### src/rtl/reg_write_sequencer_pkg.sv
// reg_write_sequencer_pkg: shared state encoding and default widths for the register write sequencer
package reg_write_sequencer_pkg;
  localparam int DATA_W_DEF = 16;
  localparam int NREGS_DEF = 8;
  typedef enum logic [1:0] {IDLE, SETUP, STROBE} state_t;
endpackage

### src/rtl/reg_write_sequencer_req_fifo.sv
// req_fifo: synchronous show-ahead FIFO holding {addr, data} write requests
module req_fifo #(
  parameter int W = 19,
  parameter int DEPTH = 4,
  localparam int PW = $clog2(DEPTH)
) (
  input  logic          clock,
  input  logic          reset,
  input  logic          push,
  input  logic          pop,
  input  logic [W-1:0]  din,
  output logic [W-1:0]  dout,
  output logic          full,
  output logic          empty,
  output logic [PW:0]   count
);
  logic [W-1:0] mem [DEPTH];
  logic [PW-1:0] wp, rp;
  logic do_push, do_pop;
  assign full = count == (PW+1)'(DEPTH);
  assign empty = count == '0;
  assign do_push = push && !full;
  assign do_pop = pop && !empty;
  assign dout = mem[rp];
  // pointers wrap naturally at DEPTH; count tracks occupancy including simultaneous push/pop
  always_ff @(posedge clock or posedge reset)
    if (reset) begin
      wp <= '0;
      rp <= '0;
      count <= '0;
    end else begin
      if (do_push) wp <= wp + 1'b1;
      if (do_pop) rp <= rp + 1'b1;
      count <= count + (PW+1)'(do_push) - (PW+1)'(do_pop);
    end
  // storage needs no reset: the pointers alone define what is valid
  always_ff @(posedge clock)
    if (do_push) mem[wp] <= din;
endmodule

### src/rtl/reg_write_sequencer.sv
// reg_write_sequencer: replays queued register writes as stable data plus a one-hot strobe for negedge-capturing registers
module reg_write_sequencer
  import reg_write_sequencer_pkg::*;
#(
  parameter int DATA_W = DATA_W_DEF,
  parameter int NREGS = NREGS_DEF,
  parameter int ADDR_W = 3,
  parameter int DEPTH = 4
) (
  input  logic              clock,
  input  logic              reset,
  input  logic              req_valid,
  output logic              req_ready,
  input  logic [ADDR_W-1:0] req_addr,
  input  logic [DATA_W-1:0] req_data,
  output logic [DATA_W-1:0] wr_data,
  output logic [NREGS-1:0]  wr_en,
  output logic              busy,
  output logic              done,
  output logic              err
);
  localparam int PW = $clog2(DEPTH);
  state_t state, state_nx;
  logic [ADDR_W-1:0] addr_q, head_addr;
  logic [DATA_W-1:0] head_data;
  logic full, empty, pop, head_ok;
  logic [PW:0] count;
  req_fifo #(.W(ADDR_W + DATA_W), .DEPTH(DEPTH)) u_fifo (
    .clock(clock),
    .reset(reset),
    .push(req_valid),
    .pop(pop),
    .din({req_addr, req_data}),
    .dout({head_addr, head_data}),
    .full(full),
    .empty(empty),
    .count(count)
  );
  assign req_ready = !full;
  assign busy = count != '0 || state != IDLE;
  assign head_ok = 32'(head_addr) < NREGS;
  // pop whenever not mid-setup; bad addresses are dropped straight back to IDLE
  always_comb begin
    pop = state != SETUP && !empty;
    state_nx = state == SETUP ? STROBE : (pop && head_ok ? SETUP : IDLE);
  end
  // registered outputs keep data and strobe glitch-free ahead of the capturing negedge
  always_ff @(posedge clock or posedge reset)
    if (reset) begin
      state <= IDLE;
      addr_q <= '0;
      wr_data <= '0;
      wr_en <= '0;
      done <= 1'b0;
      err <= 1'b0;
    end else begin
      state <= state_nx;
      if (pop && head_ok) begin
        addr_q <= head_addr;
        wr_data <= head_data;
      end
      wr_en <= state_nx == STROBE ? NREGS'(1) << addr_q : '0;
      done <= state == STROBE;
      err <= pop && !head_ok;
    end
endmodule
### config.mk
export PLATFORM = sky130hd
export DESIGN_NAME = reg_write_sequencer
export DESIGN_NICKNAME = d
export VERILOG_FILES = /design/src/rtl/reg_write_sequencer_pkg.sv /design/src/rtl/reg_write_sequencer_req_fifo.sv /design/src/rtl/reg_write_sequencer.sv
export SDC_FILE = /design/constraint.sdc
export NUM_CORES = 1
export LEC_CHECK = 0
export ABC_AREA = 1
export ABC_CLOCK_PERIOD_IN_PS = 3800
export CAP_MARGIN = 40
export CORE_MARGIN = 2
export CORE_UTILIZATION = 60
export CTS_BUF_LIST = sky130_fd_sc_hd__clkbuf_8
export CTS_CLUSTER_SIZE = 28
export DETAILED_ROUTE_END_ITERATION = 6
export PLACE_DENSITY = 0.9
export SYNTH_ARGS = -nofsm -noshare
export SYNTH_HDL_FRONTEND = slang
export SYNTH_SLANG_ARGS = --single-unit
### constraint.sdc
create_clock -name clock -period 3.8 [get_ports clock]
set_clock_uncertainty 0.15 [all_clocks]
set_input_delay 1.14 -clock clock [delete_from_list [all_inputs] [get_ports clock]]
set_output_delay 1.14 -clock clock [all_outputs]
set_load 0.005 [all_outputs]
Word-level counts from Yosys, hierarchy flattened
Memories as Yosys holds them, arrays and structs flattened. A register that Yosys moved wholly into a read port is not among the register bits.
Cells that the tools add are included.
{ "classes": {"mul": 0, "n_div": 0, "n_addsub": 4, "muxes": 5, "shift": 1, "magnitude_cmp": 0, "n_bitwise": 0, "reduce_logical": 9, "eq_ne": 5} }
{ "op_table": {"columns": ["cell", "count"], "rows": [
  ["$mux 8", 1],
  ["$shl 1x3->8 const A", 1],
  ["$add 2x1->2 const B", 2],
  ["$eq 2x2->1 const B", 2],
  ["$add 3x1->3", 1],
  ["$eq 3x3->1 const B", 1],
  ["$logic_and 1x1->1", 3],
  ["$logic_not 3->1", 1],
  ["$mux 1", 3],
  ["$reduce_bool 3->1", 1],
  ["$sub 3x1->3", 1],
  ["$eq 2x1->1 const B", 1],
  ["$logic_not 1->1", 2],
  ["$mux 2", 1],
  ["$ne 2x1->1 const B", 1],
  ["$reduce_bool 2->1", 1],
  ["$logic_or 1x1->1", 1]
]} }
{ "totals": {"reg_bits": 18, "mem_bits_ro": 0, "mem_bits_rw": 76, "mem_count": 1, "input_bits": 22, "latchBits": 0} }
{ "memory_table": {"columns": ["name", "depth", "width", "rd", "rd_ports_with_merged_regs", "write_ports", "line", "source"], "rows": [
  ["u_fifo.mem", 4, 19, 1, 1, 1, "reg_write_sequencer_req_fifo.sv:17", "logic [W-1:0] mem [DEPTH];"]
]} }

Depth between registers and ports, before layout
Gate-level depths: netlist of run 1.
{ "logic_depth": {"ltp_word": 7, "mapped_depth": 12} }

Hierarchy
Synthesis of run 1 repeated with hierarchy kept, for this count alone.
{ "unflattened": {"hier_cells": 425, "hier_area_um2": 4680.7} }
{ "by_module_without_submodules": {"columns": ["mod", "area_per_inst_um2", "cells_per_inst", "seq_area_each_um2", "n_inst"], "rows": [
  ["req_fifo", 3512.1, 301, 2457.4, 1],
  ["reg_write_sequencer", 1168.6, 124, 750.7, 1]
]} }

Least setup slack after synthesis of run 1
No wires, ideal clock.
{ "synth_path": {"kind": "input -> register", "startpoint": "input req_valid", "endpoint": "memory u_fifo.mem[0][0] (enable)", "setup_time_ns": 0.395, "arrival_ns": 2.133, "n_path_buf": 0, "path_stages": 2, "slack_ns": 1.122, "required_time_ns": 3.255, "path_cell_list": "nand2_1 nor2_1"} }
{ "synth_via": {"elab_chain_len": 3} }
{ "synth_rtl": {"columns": ["item", "line", "source"], "rows": [
  ["from (decl)", "reg_write_sequencer.sv:12", "input logic req_valid,"],
  ["$logic_and 1x1->1", "reg_write_sequencer_req_fifo.sv:22", "assign do_push = push && !full;"],
  ["$mux 1", "reg_write_sequencer_req_fifo.sv:38", "if (do_push) mem[wp] <= din;"],
  ["$mux 1 (implied by the code)", "reg_write_sequencer_req_fifo.sv:38", null],
  ["to (decl)", "reg_write_sequencer_req_fifo.sv:17", null]
]} }
Every way passes these cells.

Final worst setup path of run 1
{ "layout_path": {"startpoint": "register u_fifo.count[1]", "endpoint": "output req_ready"} }
{ "layout_via": {"elab_chain_len": 2} }
{ "layout_rtl": {"columns": ["item", "line", "source"], "rows": [
  ["from (decl)", "reg_write_sequencer_req_fifo.sv:15", "output logic [PW:0] count"],
  ["from (signal assigned)", "reg_write_sequencer_req_fifo.sv:34", "count <= count + (PW+1)'(do_push) - (PW+1)'(do_pop);"],
  ["$eq 3x3->1", "reg_write_sequencer_req_fifo.sv:20", "assign full = count == (PW+1)'(DEPTH);"],
  ["$logic_not 1->1", "reg_write_sequencer.sv:39", "assign req_ready = !full;"],
  ["to (decl)", "reg_write_sequencer.sv:13", "output logic req_ready,"]
]} }
Every way passes these cells.

==> run metrics, run 1 <==
initial antenna violation count 0; largest net degree at the start of global routing 41; global placement routability congestion 0.783; GRT overflow 0; CTS max path bufs 2; #FFs+latches synth 113; FP Rows 32; io pins 50; Die H 92.6 µm; number of remaining DRC errors 0; CTS Buf Count 17; core area 0.00765 mm²; Synth Instances 460; post-CTS resize count 0; CP endpoint kind output port; Setup crit start kind register; Worst Path Required 2.51 ns; # diodes 0; Vias 3264; vias per inst 5.15; port bufs 48; Worst Tran Pin Value 0.672 ns; fillers 441; Cell Chain, Critical Path inv_2, nand3_1, clkdlybuf4s50_1; DR pass1 iterations 5; WHS 0.305 ns; DIE AREA 0.00857 mm²; hpwl dp 5500 µm; crit-path leading delay family buffers and inverters; Final Power 0.00434 W; Sink Count 113; hold buffers post-CTS 0; final hold violation count 0; clock slew at reported path FFs 0.07 ns; worst-skew pair later-pin latency 0.44 ns; DRT iter0 DRCs 328; Tcrit/Tclk final 0.735; Area growth syn-to-layout 19.5%; Final min period 2.79 ns; Detailed Route WL 9550 µm; layout cell share with drive strength beyond 1 0.137; Final ANT Viol Nets 0; postcts setup bufs 0; crit-path max FO 4; worst relative slew slack 0.551; H-tree depth 4; Yosys Warn Count 0; CP max stage delay 0.50 ns; number of global-route vias before repair 3271; worst hold-check path type reg2reg; worst slack, placed 0.781 ns; fin nets 548; dpl cells 602; crit path DAT 1.50 ns; mapped cell area 0.00471 mm²; status complete, no violations; Reg2Reg Setup Slack 1.10 ns; Layout Cells excl Fill 634; Distinct cells, synth 19; initial core utilization 0.616; crit path kind reg2out; RSZ-0062 raised after global routing false; GRT Total Usage 0.239; sequential fraction of the synthesis area 0.682; Lkg Pwr 2.67 nW; clk root buf clkbuf_8; worst vdd ir 0.378 mV; WP buf/inv 2; PD cells 772 mW/mm²; max cap viols 0; Avg WL per Cell 15.1 µm; average size of a mapped cell 10.2 µm²; slowest stage cell, crit path clkdlybuf4s50_1; Max Fclk 358 MHz; Setup violations, final 0; Post-Syn Nets 489; CTS tree yes; Die X 92.6 µm; first-pass GRT wire length 15100 µm; slack of the critical path 1.01 ns; Final Max Slew Viols 0; setup TNS 0 ns
kinds of logic after synthesis:
logic type	Yosys count	synth area share
buffers and inverters	113	0.0999
AOI/OAI and AO/OA	1	0.00106
DFF	113	0.682
other	1	0.000797
xor gates and xnor gates	5	0.00931
adders and majority gates	7	0.0202
and+or+nand+nor	220	0.187
per-stage QoR:
| step | area [µm²] | utilization |
|---|---|---|
| 3_5_place_dp | 5270 | 0.689 |
| 3_3_place_gp | 5270 | 0.689 |
| 2_1_floorplan | 4710 | - |
| 6_report | 5620 | 0.735 |
| 5_1_grt | 5620 | 0.735 |
| 4_1_cts | 5620 | 0.735 |
final timing paths:
| path | startpoint | end | cells past startpoint |
|---|---|---|---|
| max | u_fifo.count[1] | req_ready | 3 |
| min | state[0] | done | 1 |
| max reg2reg | u_fifo.count[1] | u_fifo.count[2] | 12 |
| min reg2reg | state[0] | done | 1 |
| max in group asynchronous | reset | wr_data[2] | 3 |
| min in group asynchronous | reset | u_fifo.wp[1] | 3 |
placed cells by master, fill, tap and decap left out, drive strengths merged:
cell / synthesis / routed
nand2: 164 / 164
nand4: 1 / 1
clkinv: 1 / 6
nor2: 14 / 14
fa: 1 / 1
clkdlybuf4s50: 0 / 48
clkbuf: 0 / 20
o21ai: 1 / 1
nand3: 40 / 40
bufinv: 0 / 1
edfxtp: 76 / 76
buf: 16 / 8
dfrtp: 37 / 37
xnor2: 2 / 2
ha: 6 / 6
xor2: 3 / 3
conb: 1 / 1
inv: 96 / 102
or2: 1 / 1
worst register-to-register path, delay by kind of cell (launching register included):
family | cells | cell delay, ns
fa+ha+maj | 3 | 0.86
buf+inv | 5 | 0.74
flops | 1 | 0.41
xor+xnor | 2 | 0.28
simple gates | 2 | 0.15
Yosys cell counts, drive strengths merged:
cell type	number	area [µm²]
buf	16	105
clkinv	1	5.00
conb	1	3.75
dfrtp	37	926
edfxtp	76	2280
fa	1	20.0
ha	6	75.1
inv	96	360
nand2	164	616
nand3	40	200
nand4	1	6.26
nor2	14	52.6
o21ai	1	5.00
or2	1	6.26
xnor2	2	17.5
xor2	3	26.3
cell type report:
| class | instances | area [µm²] | share of cell area |
|---|---|---|---|
| Clock buffer | 20 | 275 | 0.0490 |
| Clock inverter | 12 | 77.6 | 0.0138 |
| Inverter | 97 | 365 | 0.0650 |
| Multi-Input combinational cell | 234 | 1030 | 0.183 |
| Sequential cell | 113 | 3210 | 0.571 |
| Tap cell | 102 | 128 | 0.0227 |
| Timing Repair Buffer | 56 | 541 | 0.0961 |
power breakdown:
part | switching [W] | leakage (nW) | internal (W)
Clock | 0.000457 | 0.209 | 0.000547
Combinational | 0.000949 | 1.31 | 0.000571
Sequential | 0.000148 | 1.15 | 0.00167
registers in the layout (all words and copies together), names as in the netlist:
signal,flops
wr_en,8
wr_data,16
u_fifo.mem,76
done,1
state,2
u_fifo.count,3
u_fifo.wp,2
addr_q,3
u_fifo.rp,2
metal layers:
layer	global-route usage	up-vias	wire length, µm	share of wire
met5	0	-	0	0
met1	0.275	1568	3630	0.38
li1	-	1526	-	-
met2	0.403	149	5000	0.52
met3	0.0724	21	716	0.075
met4	0.129	0	207	0.022
Power figures use the tool's default switching activity.
==> run 2, diff against run 1 <==
- ABC_CLOCK_PERIOD_IN_PS: 3800 -> 2300
- CORE_UTILIZATION: 60 -> 53
- PLACE_DENSITY: 0.9 -> 0.84
- clock period: 3.8 -> 2.3 ns (I/O delays scaled with it)
==> run 2 against run 1 <==
Combinational power up 70%. Die area up 13%. Highest routed layer unchanged. First-iteration DRC count down 37%. Via count down 0.43%. Total power up 82%. Global-route usage down 2.7 points. Critical path depth up 8. Register-to-register slack worse by 1.0 ns. Flip-flop and latch count unchanged.
==> run metrics, run 2 (synthesis gave the netlist of run 1 again) <==
number of remaining DRC errors 0 (unchanged); max reg flops 76 (unchanged); Vias 3250 (was 3264); Sink Count 113 (unchanged); worst-skew pair later-pin latency 0.43 ns (was 0.44 ns); io pins 50 (unchanged); crit path DAT 2.36 ns (was 1.50 ns); DIE AREA 0.00965 mm² (was 0.00857 mm²); Tcrit/Tclk final 0.956; DR pass1 iterations 4 (was 5); crit path kind reg2reg (was reg2out); CTS tree yes (unchanged); fin nets 556 (was 548); setup TNS 0 ns (unchanged); Worst Tran Pin Value 0.682 ns (was 0.672 ns); Area growth syn-to-layout 24.4% (was 19.5%); hold buffers post-CTS 0 (unchanged); Placed Area 0.00532 mm² (was 0.00527 mm²); port bufs 48 (unchanged); clock slew at reported path FFs 0.07 ns (about the same); Final Power 0.00790 W (was 0.00434 W); largest net degree at the start of global routing 40 (was 41); PD cells 1350 mW/mm² (was 772 mW/mm²); Worst Path Required 2.46 ns (was 2.51 ns); initial core utilization 0.542 (was 0.616); initial antenna violation count 0 (unchanged); hold path start state[0] (unchanged); most frequent cells in the layout 163 x nand2_1, 76 x edfxtp_1, 58 x inv_1 (was 164 x nand2_1, 76 x edfxtp_1, 65 x inv_1); Detailed Route WL 9470 µm (was 9550 µm); Final Instance Area 0.00586 mm² (was 0.00562 mm²); final hold violation count 0 (unchanged); # diodes 0 (unchanged); CTS max path bufs 2 (unchanged); Final min period 2.20 ns; Max Fclk 455 MHz; global placement routability congestion 0.799 (was 0.783); Reg2Reg Launch Point u_fifo.count[2] (was u_fifo.count[1]); RSZ-0062 raised after global routing false (unchanged); worst relative slew slack 0.545 (was 0.551); layout cell share with drive strength beyond 1 0.169 (was 0.137); clk root buf clkbuf_8 (unchanged); worst slack, placed -0.128 ns (was 0.781 ns); WHS 0.296 ns (was 0.305 ns); Die X 98.2 µm (was 92.6 µm); Biggest register u_fifo.mem (unchanged); Setup violations, final 0 (unchanged); CTS Buf Count 17 (unchanged); vias per inst 5.02 (was 5.15); Lkg Pwr 2.73 nW (was 2.67 nW); number of global-route vias before repair 3433 (was 3271); Setup crit start u_fifo.count[2] (was u_fifo.count[1]); worst hold-check path type reg2reg (unchanged); H-tree depth 4 (unchanged); crit-path max FO 3 (was 4); first-pass GRT wire length 15600 µm (was 15100 µm); Die H 98.2 µm (was 92.6 µm); hpwl dp 5780 µm (was 5500 µm); GRT overflow 0 (unchanged); slack of the critical path 0.100 ns (was 1.01 ns); worst vdd ir 0.634 mV (was 0.378 mV); core area 0.00868 mm² (was 0.00765 mm²); DRT iter0 DRCs 208 (was 328); Avg WL per Cell 14.6 µm (was 15.1 µm); GRT Total Usage 0.213 (was 0.239); CP endpoint kind register (was output port); Final ANT Viol Nets 0 (unchanged); Largest regs u_fifo.mem x76, wr_data x16, wr_en x8 (unchanged); max cap viols 0 (unchanged); Final Max Slew Viols 0 (unchanged); Setup crit start kind register (unchanged); commonest non-fill, non-tap cell in the layout nand2_1 (unchanged); FP Rows 34 (was 32); status complete, no violations (unchanged)
-- run 2: cell types whose count changed in the layout (fill, tap and decap cells not counted), sizes merged, moves of 3 or more --
| cell | previous run | this run |
|---|---|---|
| buf | 8 | 16 |
| bufinv | 1 | 7 |
| clkbuf | 20 | 17 |
| clkinvlp | 0 | 5 |
| inv | 102 | 96 |
-- run 2: worst paths after layout --
path | end | slack [ns] | cells after the start
max | u_fifo.count[2] | 0.10 | 11
min reg2reg | done | 0.30 | 1
min in group asynchronous | wr_data[5] | 0.54 | 3
min | done | 0.30 | 1
max reg2reg | u_fifo.count[2] | 0.10 | 11
max in group asynchronous | u_fifo.rp[0] | 1.11 | 3
-- run 2: power by group --
part           internal (W)  switching, W  total [W]  leakage, nW
clock network       0.00150      0.000800    0.00230        0.229
logic               0.00103       0.00155    0.00258         1.35
registers           0.00275      0.000269    0.00302         1.15
-- run 2: worst max-delay path, cell delays in order, from the launching register on --
cell and delay [ns]:
dfrtp_1 0.44, inv_4 0.08, nand3_2 0.07, nand2_2 0.08
inv_2 0.04, ha_1 0.27, inv_1 0.06, ha_2 0.16
inv_2 0.04, fa_2 0.39, xnor2_2 0.15, xor2_1 0.16
-- run 2: cell type report --
type	count	area [µm²]
Sequential cell	113	3210
Fill cell	632	2820
Multi-Input combinational cell	234	1050
Timing Repair Buffer	64	598
Inverter	97	368
Clock inverter	15	264
Clock buffer	17	234
Tap cell	108	135
-- run 2: stage by stage --
stage / cells / util
final: 648 / 0.675
after global routing: 648 / 0.675
after CTS: 649 / 0.673
after detailed placement: 614 / 0.613
after global placement: 614 / 0.613
after floorplan: 460 / -
-- run 2: per-layer routing --
layer / share of wire / vias up / global-route usage
met2: 0.54 / 97 / 0.377
li1: - / 1544 / -
met5: 0 / - / 0
met1: 0.38 / 1581 / 0.222
met3: 0.042 / 28 / 0.0680
met4: 0.037 / 0 / 0.121
-- run 2: what timing repair did --
item / CTS / global route
pin swaps: 0 / 4
endpoints found under the hold margin: 0 / 0
setup endpoints to repair: 2 / 1
setup buffers: 3 / 0
gates resized for setup: 2 / 7
==> run 3, diff against run 2 <==
- ABC_CLOCK_PERIOD_IN_PS: 2300 -> 2750
- CORE_UTILIZATION: 53 -> 60
- PLACE_DENSITY: 0.84 -> 0.9
- clock period: 2.3 -> 2.75 ns (I/O delays scaled with it)
==> run 3 against run 2 <==
Non-clock buffer count shrank 7. Wire length rose by 1.0%. Total power down 25%. Largest cell class unchanged.
==> run metrics, run 3 (synthesis gave the netlist of run 1 again) <==
CTS max path bufs 2 (unchanged); Setup crit start kind register (unchanged); setup TNS 0 ns (unchanged); FP Rows 32 (was 34); crit path DAT 2.73 ns (was 2.36 ns); Layout Cells excl Fill 635 (was 648); Clk network pwr share 0.217 (was 0.291); number of global-route vias before repair 3365 (was 3433); Sink Count 113 (unchanged); io pins 50 (unchanged); core area 0.00765 mm² (was 0.00868 mm²); Lkg Pwr 2.67 nW (was 2.73 nW); Final min period 2.53 ns (was 2.20 ns); worst slack, placed 0.152 ns (was -0.128 ns); postcts setup bufs 0 (was 3); slack of the critical path 0.220 ns (was 0.100 ns); Tcrit/Tclk final 0.920 (was 0.956); WP buf/inv 4 (unchanged); most frequent cells in the layout 164 x nand2_1, 76 x edfxtp_1, 69 x inv_1 (was 163 x nand2_1, 76 x edfxtp_1, 58 x inv_1); number of remaining DRC errors 0 (unchanged); slowest stage cell, crit path dfrtp_1 (unchanged); clk root buf clkbuf_8 (unchanged); Cell Chain, Critical Path inv_2, nand3_1, nand2_1, inv_2, ha_1, inv_1, ha_1, inv_1, fa_1, xnor2_1, xor2_1 (was inv_4, nand3_2, nand2_2, inv_2, ha_1, inv_1, ha_2, inv_2, fa_2, xnor2_2, xor2_1); final hold violation count 0 (unchanged); hold buffers post-CTS 0 (unchanged); # diodes 0 (unchanged); Vias 3246 (was 3250); hpwl dp 5570 µm (was 5780 µm); Die H 92.6 µm (was 98.2 µm); first-pass GRT wire length 15600 µm (about the same); global placement routability congestion 0.778 (was 0.799); largest net degree at the start of global routing 40 (unchanged); commonest non-fill, non-tap cell in the layout nand2_1 (unchanged); CP max stage delay 0.40 ns (was 0.44 ns); PD cells 1050 mW/mm² (was 1350 mW/mm²); Pint 0.00379 W (was 0.00528 W); switching pwr 0.00212 W (was 0.00262 W); CP endpoint kind register (unchanged); sw frac 0.359 (was 0.332); Setup violations, final 0 (unchanged); crit path kind reg2reg (unchanged); crit-path leading delay family adder cells (unchanged); Die X 92.6 µm (was 98.2 µm); CTS Buf Count 17 (unchanged); Final Power 0.00591 W (was 0.00790 W); layout cell share with drive strength beyond 1 0.131 (was 0.169); Max Fclk 395 MHz (was 455 MHz); Worst Tran Pin Value 0.708 ns (was 0.682 ns); max reg flops 76 (unchanged); Final Max Slew Viols 0 (unchanged); Comb pwr share 0.356 (was 0.327); area of the multi-input gates 0.00103 mm² (was 0.00105 mm²); fillers 476 (was 632); post-CTS resize count 0 (was 2); GRT Total Usage 0.246 (was 0.213); dpl cells 603 (was 614); initial core utilization 0.616 (was 0.542); fin nets 549 (was 556); Worst Path Required 2.95 ns (was 2.46 ns); crit-path max FO 21 (was 3); Seq. cell area 0.00321 mm² (unchanged); DR pass1 iterations 5 (was 4); Area growth syn-to-layout 19.4% (was 24.4%); Largest regs u_fifo.mem x76, wr_data x16, wr_en x8 (unchanged); Biggest register u_fifo.mem (unchanged); H-tree depth 4 (unchanged); Detailed Route WL 9570 µm (was 9470 µm); GRT overflow 0 (unchanged); DRT iter0 DRCs 235 (was 208); worst-skew pair later-pin latency 0.42 ns (was 0.43 ns); port bufs 48 (unchanged); Avg WL per Cell 15.1 µm (was 14.6 µm); worst vdd ir 0.569 mV (was 0.634 mV); Core Util, Final 0.735 (was 0.675); initial antenna violation count 0 (unchanged); RSZ-0062 raised after global routing false (unchanged); CTS tree yes (unchanged); DIE AREA 0.00857 mm² (was 0.00965 mm²); status complete, no violations (unchanged); max cap viols 0 (unchanged); worst relative slew slack 0.527 (was 0.545); Final ANT Viol Nets 0 (unchanged); share of power burned in registers 0.427 (was 0.382); vias per inst 5.11 (was 5.02); worst hold-check path type reg2reg (unchanged); clock slew at reported path FFs 0.06 ns (was 0.07 ns)
-- run 3: cell type report --
type                       instances  area share
sequential                       113       0.571
multi-input combinational        234       0.183
timing repair buffer              57      0.0997
inverter                          97      0.0650
clock buffer                      21      0.0514
tap                              102      0.0227
clock inverter                    11     0.00757
-- run 3: path summary, 6_finish.rpt --
check                           startpoint         endpoint  slack, ns  cells after the start
min                               state[0]             done       0.31                      1
min reg2reg                       state[0]             done       0.31                      1
max in group asynchronous            reset       wr_data[8]       1.43                      3
max                        u_fifo.count[1]  u_fifo.count[2]       0.22                     11
max reg2reg                u_fifo.count[1]  u_fifo.count[2]       0.22                     11
min in group asynchronous            reset         wr_en[5]       0.68                      3
-- run 3: stage by stage --
stage | area (µm²) | hold WS (ns)
after floorplan | 4710 | 0.272
after global placement | 5290 | 0.279
after detailed placement | 5290 | 0.308
after CTS | 5620 | 0.314
after global routing | 5620 | 0.358
final | 5620 | 0.308
-- run 3: metal layers --
layer	wire (µm)	GRT usage
met5	0	0
met1	3560	0.279
met4	295	0.129
met3	685	0.0757
met2	5020	0.419
-- run 3: power groups by stage --
stage	combinational [W]	sequential (W)	clock, W
after CTS	0.00210	0.00253	0.00130
after global routing	0.00236	0.00257	0.00139
final	0.00210	0.00253	0.00128
after detailed placement	0.00206	0.00255	0
after global placement	0.00194	0.00252	0
after floorplan	0.00137	0.00252	0
